**config.mk**
```make
export PLATFORM = sky130hd
export DESIGN_NAME = wb_arbiter
export DESIGN_NICKNAME = d
export VERILOG_FILES = /design/src/rtl/wb_arbiter.sv
export SDC_FILE = /design/constraint.sdc
export NUM_CORES = 1
export LEC_CHECK = 0
export ABC_AREA = 1
export CORE_MARGIN = 2
export CORE_UTILIZATION = 35
export CTS_CLUSTER_SIZE = 12
export DETAILED_ROUTE_END_ITERATION = 8
export PLACE_DENSITY = 0.65
export SLEW_MARGIN = 20
export SYNTH_ARGS = -nofsm -noshare
export SYNTH_HDL_FRONTEND = slang
export SYNTH_SLANG_ARGS = --single-unit
```
**constraint.sdc**
```tcl
create_clock -name clk -period 2.41 [get_ports clk]
set_clock_uncertainty 0.15 [all_clocks]
set_input_delay 0.3615 -clock clk [delete_from_list [all_inputs] [get_ports clk]]
set_output_delay 0.3615 -clock clk [all_outputs]
set_load 0.005 [all_outputs]
```
**src/rtl/wb_arbiter.sv**
```systemverilog
// rtl/wb_arbiter.sv - writeback arbiter merging primary and FIFO-buffered secondary results
module wb_arbiter #(
    parameter int W     = 5,
    parameter int D     = 32,
    parameter int DEPTH = 2
) (
    input  logic                       clk,
    input  logic                       rst,
    input  logic                       p_we,
    input  logic [W-1:0]               p_wa,
    input  logic [D-1:0]               p_data,
    input  logic                       s_valid,
    output logic                       s_ready,
    input  logic [W-1:0]               s_wa,
    input  logic [D-1:0]               s_data,
    input  logic [W-1:0]               ra1,
    input  logic [W-1:0]               ra2,
    output logic                       hazard1,
    output logic                       hazard2,
    output logic                       rf_we,
    output logic [W-1:0]               rf_wa,
    output logic [D-1:0]               rf_data,
    output logic [$clog2(DEPTH):0]     pending
);

    localparam int PW = $clog2(DEPTH);
    localparam int CW = PW + 1;

    // Secondary FIFO storage; valid bits let a squashed entry still occupy its slot
    logic [DEPTH-1:0] valid_q, valid_d;
    logic [W-1:0]     wa_q   [DEPTH];
    logic [W-1:0]     wa_d   [DEPTH];
    logic [D-1:0]     data_q [DEPTH];
    logic [D-1:0]     data_d [DEPTH];
    logic [PW-1:0]    head_q, head_d;
    logic [PW-1:0]    tail_q, tail_d;
    logic [CW-1:0]    count_q, count_d;

    logic             rf_we_q, rf_we_d;
    logic [W-1:0]     rf_wa_q, rf_wa_d;
    logic [D-1:0]     rf_data_q, rf_data_d;

    logic             p_req;
    logic             push;
    logic             pop;

    assign s_ready = !rst && (count_q < CW'(DEPTH));
    assign pending = count_q;
    assign rf_we   = rf_we_q;
    assign rf_wa   = rf_wa_q;
    assign rf_data = rf_data_q;

    // Arbitration: primary wins, otherwise drain the FIFO head; squash older matching entries
    always_comb begin
        valid_d   = valid_q;
        wa_d      = wa_q;
        data_d    = data_q;
        head_d    = head_q;
        tail_d    = tail_q;
        rf_we_d   = 1'b0;
        rf_wa_d   = rf_wa_q;
        rf_data_d = rf_data_q;

        p_req = p_we && (p_wa != '0);
        push  = s_valid && s_ready && (s_wa != '0);
        pop   = !p_req && (count_q != '0);

        if (p_req) begin
            rf_we_d   = 1'b1;
            rf_wa_d   = p_wa;
            rf_data_d = p_data;
            for (int i = 0; i < DEPTH; i++) begin
                if (valid_q[i] && (wa_q[i] == p_wa)) begin
                    valid_d[i] = 1'b0;
                end
            end
        end else if (pop) begin
            rf_we_d         = valid_q[head_q];
            rf_wa_d         = wa_q[head_q];
            rf_data_d       = data_q[head_q];
            valid_d[head_q] = 1'b0;
            head_d          = head_q + PW'(1);
        end

        // Push comes after the squash so a same-cycle secondary result survives
        if (push) begin
            valid_d[tail_q] = 1'b1;
            wa_d[tail_q]    = s_wa;
            data_d[tail_q]  = s_data;
            tail_d          = tail_q + PW'(1);
        end

        count_d = count_q + CW'(push) - CW'(pop);
    end

    // Hazard detection against the registered write and every live FIFO entry
    always_comb begin
        hazard1 = rf_we_q && (rf_wa_q == ra1);
        hazard2 = rf_we_q && (rf_wa_q == ra2);
        for (int i = 0; i < DEPTH; i++) begin
            if (valid_q[i] && (wa_q[i] == ra1)) hazard1 = 1'b1;
            if (valid_q[i] && (wa_q[i] == ra2)) hazard2 = 1'b1;
        end
        if (ra1 == '0) hazard1 = 1'b0;
        if (ra2 == '0) hazard2 = 1'b0;
    end

    // State registers with synchronous reset; reset drops all buffered entries
    always_ff @(posedge clk) begin
        if (rst) begin
            valid_q   <= '0;
            head_q    <= '0;
            tail_q    <= '0;
            count_q   <= '0;
            rf_we_q   <= 1'b0;
            rf_wa_q   <= '0;
            rf_data_q <= '0;
            for (int i = 0; i < DEPTH; i++) begin
                wa_q[i]   <= '0;
                data_q[i] <= '0;
            end
        end else begin
            valid_q   <= valid_d;
            head_q    <= head_d;
            tail_q    <= tail_d;
            count_q   <= count_d;
            rf_we_q   <= rf_we_d;
            rf_wa_q   <= rf_wa_d;
            rf_data_q <= rf_data_d;
            for (int i = 0; i < DEPTH; i++) begin
                wa_q[i]   <= wa_d[i];
                data_q[i] <= data_d[i];
            end
        end
    end

endmodule

```
# Word-level counts from Yosys, hierarchy flattened
# Cells that the tools add are included.
# word_totals
reg_bits,118
wordCells,97
in_bits,88
output_inout_bits,43
# classes
muxes,35
addsub,4
magnitude_cmp,8
reduce_logical,25
bitwise_logic,6
n_eq_ne,8
# ops
operator,n
two-way mux 32 bit,6
bitwise mux 64 bit,1
== test 5 bit,8
demux 32 bit (select 1 bit),1
two-way mux 5 bit,6
logical AND 1 bit,16
two-way mux 1 bit,14
bitwise mux 10 bit,1
zero test 5 bit,2
nonzero test 5 bit,2
two-way mux 2 bit,3
demux 5 bit (select 1 bit),1
">= comparator 2 bit, second input constant",2
"less-than comparator 1 x 2 -> 1 bit, second input constant",2
NOT 1 -> 2 bit,2
nonzero test 2 bit,2
"adder 1 bit, second input constant",2
adder 2 x 1 -> 2 bit,1
bitwise AND 2 bit,1
demux 1 bit (select 1 bit),2
">= comparator 1 bit, second input constant",2
zero test 1 bit,2
"less-than comparator 2 x 1 -> 1 bit, second input constant",1
"less-than comparator 2 bit, second input constant",1
5 further kinds,5

# Logic depth before layout (Yosys ltp)
# logic_depth
depth_word,10
ltp_mapped,12
mapped_depth_nobuf,11

# Least setup slack after synthesis
# No wires, ideal clock.
# synth_timing
kind,input -> register
from,input p_wa[2]
to,"register count_q[1], in the netlist pending[1]"
required_ps,2190
setup_ps,70
path_buffers,1
arrival_time_ps,1891
slack_ps,299
cell_stages,12
path_cell_list,nor2_1 > nand3_1 > nand2_2 > clkinv_1 > buf_2 > nor2_1 > ha_1 > inv_1 > ha_1 > xor2_1 > o21ai_0 > a21oi_1
# synth_between
elab_chain_cells,5
# synth_rtl
element,line_no,source
from (decl),10,"input logic [W-1:0] p_wa,"
nonzero test 5 bit,64,p_req = p_we && (p_wa != '0);
logical AND 1 bit,64,
zero test 1 bit,66,pop = !p_req && (count_q != '0);
logical AND 1 bit,66,
subtractor 2 x 1 -> 2 bit,93,count_d = count_q + CW'(push) - CW'(pop);
to (signal assigned),126,count_q <= count_d;
to (decl),37,"logic [CW-1:0] count_q, count_d;"
# Every way passes these cells.
# A chain may end at the register's enable or synchronous reset.

# Worst setup path in the final report
# layout_timing
from,input p_wa[3]
to,"register rf_data_q[4], in the netlist rf_data[4]"
# layout_between
elab_chain_cells,5
word_cells_on_any_way,6
cone_classes,mux: 1; reduce/logical: 5
# layout_rtl
element,line_no,source
nonzero test 5 bit (*),64,
logical AND 1 bit (*),64,
zero test 1 bit,66,
logical AND 1 bit,66,
nonzero test 2 bit (no source line),n/a,
to (signal assigned),129,rf_data_q <= rf_data_d;
to (decl),41,"logic [D-1:0] rf_data_q, rf_data_d;"
# Mark *: on every way between the ends. The rest lies on a longest branch, timed or not.

==> results.json <==
{
  "clock-sinks": 118,
  "rows": 45,
  "die_y_um": 129,
  "area_delta_synth_final_pct": 42.6,
  "ff_latch_area_mm2": 0.00239,
  "drc": 0,
  "htree_levels": 4,
  "cellPowerDensity_mw_per_mm2": 863,
  "dieArea_mm2": 0.0166,
  "wl_mm": 16.8,
  "drive_gt1_frac": 0.116,
  "yosysMostFrequentCell": "nand2_1",
  "vias_per_cell": 4.90,
  "clk_latency_ps": 420,
  "max-vdd-ir-drop_uv": 662,
  "syn_inst": 798,
  "design.portCount": 131,
  "worst_pin_slew_ps": 836,
  "gp_congestion": 0.961,
  "slew-limit-headroom": 0.443,
  "cap_viol_max_count": 0,
  "critPathLaunchType": "primary input",
  "ys.warnings.count": 0,
  "ctsRootBufferMaster": "clkbuf_16",
  "final.min_clock_period_ps": 2060,
  "numCtsBuffers": 17,
  "post_drt_wl_per_cell_um": 14.5,
  "port_buffers": 130,
  "hp-class": "in -> reg",
  "cts.clk_slew.worst_paths_ps": 50,
  "initial_core_util": 0.359,
  "synth_top_area_frac": 0.432,
  "path_class": "in -> reg",
  "core_mm2": 0.0153,
  "synthDistinctLibCells": 27,
  "cp-end-kind": "register",
  "ys_async_sr_fraction": 0,
  "final_area_mm2": 0.00780,
  "ys_seq_area_frac": 0.432,
  "leakagePower_nw": 3.02,
  "multiInputGateArea_mm2": 0.00259,
  "drt_iter0_drc": 404,
  "fmaxAchievable_mhz": 486,
  "die_w_um": 129,
  "synth_nets": 888,
  "fin_ws_ps": 352,
  "final_nets": 1028,
  "setup_viol": 0,
  "overflow": 0,
  "synth_edf_count": 0,
  "cts_tree": "done",
  "arrival_ps": 2170,
  "synthFlopType": "dfxtp_1",
  "whs_ps": 282,
  "hold_viol_final": 0,
  "ant_nets": 0,
  "cts_hold_buf": 0,
  "outcome": "finished clean",
  "synth.area.top_cells": "dfxtp_1 (43%), nand2_1 (16%), a21oi_1 (9.6%), o21ai_0 (6.3%), inv_1 (4.5%)",
  "grt_max_degree": 74,
  "filler_cell_count": 1503,
  "postPlaceCellArea_mm2": 0.00709,
  "yosys.area.top_type": "dfxtp_1",
  "grt_usage": 0.207,
  "fin_crit_sh": 0.854,
  "grt_pass1_vias": 5249,
  "maxSlewViolCount": 0,
  "via_count": 5697,
  "synth_top_cells_by_count": "nand2_1 (228), dfxtp_1 (118), a21oi_1 (105), o21ai_0 (69), inv_1 (66)",
  "dp_slack_ps": -99.5,
  "dr.pass1.iters": 5,
  "grt_pass1_wl_mm": 26.7,
  "clock_path_buffers": 2,
  "diodes": 0,
  "syn-cell-area_mm2": 0.00547,
  "cp.required_ps": 2520,
  "crit_fanout": 38,
  "antenna_found_initial": 0,
  "synth-seq-cells": 118,
  "dp_hpwl_mm": 11.4,
  "rsz0062_at_grt": "false",
  "synth_area_per_cell_um2": 6.86
}
-- metrics by stage --
step	util	instances	setup TNS, ps	total power (W)
finish	0.511	1162	0	0.00673
global route	0.511	1162	0	0.00709
CTS	0.508	1161	0	0.00678
detailed placement	0.465	1126	-453	0.00405
global placement	0.465	1126	-848	0.00404
floorplan	-	798	0	0.00330
-- area by class of cell --
class                   instances  share of cell area
clock buffers                  25              0.0635
clock inverters                 7              0.0181
inverters                      71              0.0351
multi-input cells             560               0.333
flip-flops and latches        118               0.307
well taps                     211              0.0338
repair buffers                170               0.210
-- report_power, final --
group / switching [W] / leakage (nW) / total [W] / internal, W
registers: 0.000153 / 0.974 / 0.00234 / 0.00219
clock network: 0.000874 / 0.308 / 0.00271 / 0.00184
logic: 0.000965 / 1.74 / 0.00168 / 0.000712
total: 0.00199 / 3.02 / 0.00673 / 0.00474
-- cell usage in the layout, fill, tap and decap left out, types with 2 or more instances in the layout --
| cell type | instances |
|---|---|
| clkinv_1 | 2 |
| o21ai_0 | 69 |
| clkdlybuf4s50_1 | 117 |
| buf_4 | 36 |
| xor2_1 | 5 |
| dfxtp_1 | 101 |
| dlygate4sd2_1 | 10 |
| ha_1 | 2 |
| buf_12 | 4 |
| clkbuf_8 | 4 |
| nand3_1 | 39 |
| a31oi_1 | 25 |
| dfxtp_4 | 4 |
| nand2_1 | 228 |
| inv_2 | 14 |
| clkbuf_1 | 4 |
| dlymetal6s2s_1 | 2 |
| nand2_2 | 2 |
| o21ai_1 | 22 |
| dfxtp_2 | 13 |
| nor2_1 | 39 |
| a21oi_1 | 105 |
| nor3_1 | 3 |
| o211ai_1 | 6 |
| o22ai_1 | 7 |
| bufinv_16 | 4 |
| inv_4 | 3 |
| inv_1 | 52 |
| clkbuf_16 | 17 |
-- worst max-delay path, stage by stage --
cell and delay (ps):
clkdlybuf4s50_1 490, nor2_1 120, nand3_1 150, nand2_2 110, buf_4 380, buf_4 300, nand2_1 80, o211ai_1 90
a21oi_1 80
-- layer usage --
metal | wire (µm) | global-route usage | vias to the layer above
met5 | 0 | 0 | -
met4 | 196 | 0.0659 | 0
met3 | 942 | 0.0425 | 21
met2 | 8140 | 0.351 | 162
met1 | 7570 | 0.266 | 2597
li1 | - | - | 2917
-- registers in the layout (all words and copies together) (netlist names) --
name     cells
rf_we        1
head_q       1
valid_q      2
wa_q        10
data_q      64
rf_data     32
tail_q       1
pending      2
rf_wa        5
-- what timing repair did --
action                                 CTS  global route
pin swaps                                1             6
cloned                                   0             0
setup buffers                            3             1
setup endpoints to repair                2             2
endpoints found under the hold margin    0             0
resized for setup                       30            21
-- cell families after synthesis --
family	after synthesis	synth area share
adders and majority gates	2	0.00457
muxes	1	0.00183
and+or+nand+nor	317	0.232
xor gates and xnor gates	5	0.00800
AOI/OAI and AO/OA	235	0.225
DFF	118	0.432
buffers and inverters	120	0.0970
-- final timing paths --
kind	start	to	slack, ps	cells after the start
max	p_wa[3]	rf_data[4]	350	9
max reg2reg	pending[1]	pending[1]	570	8
min	rst	data_q[32]	280	4
min reg2reg	data_q[56]	data_q[56]	300	2
No activity file was read; power rests on OpenSTA's default activity.
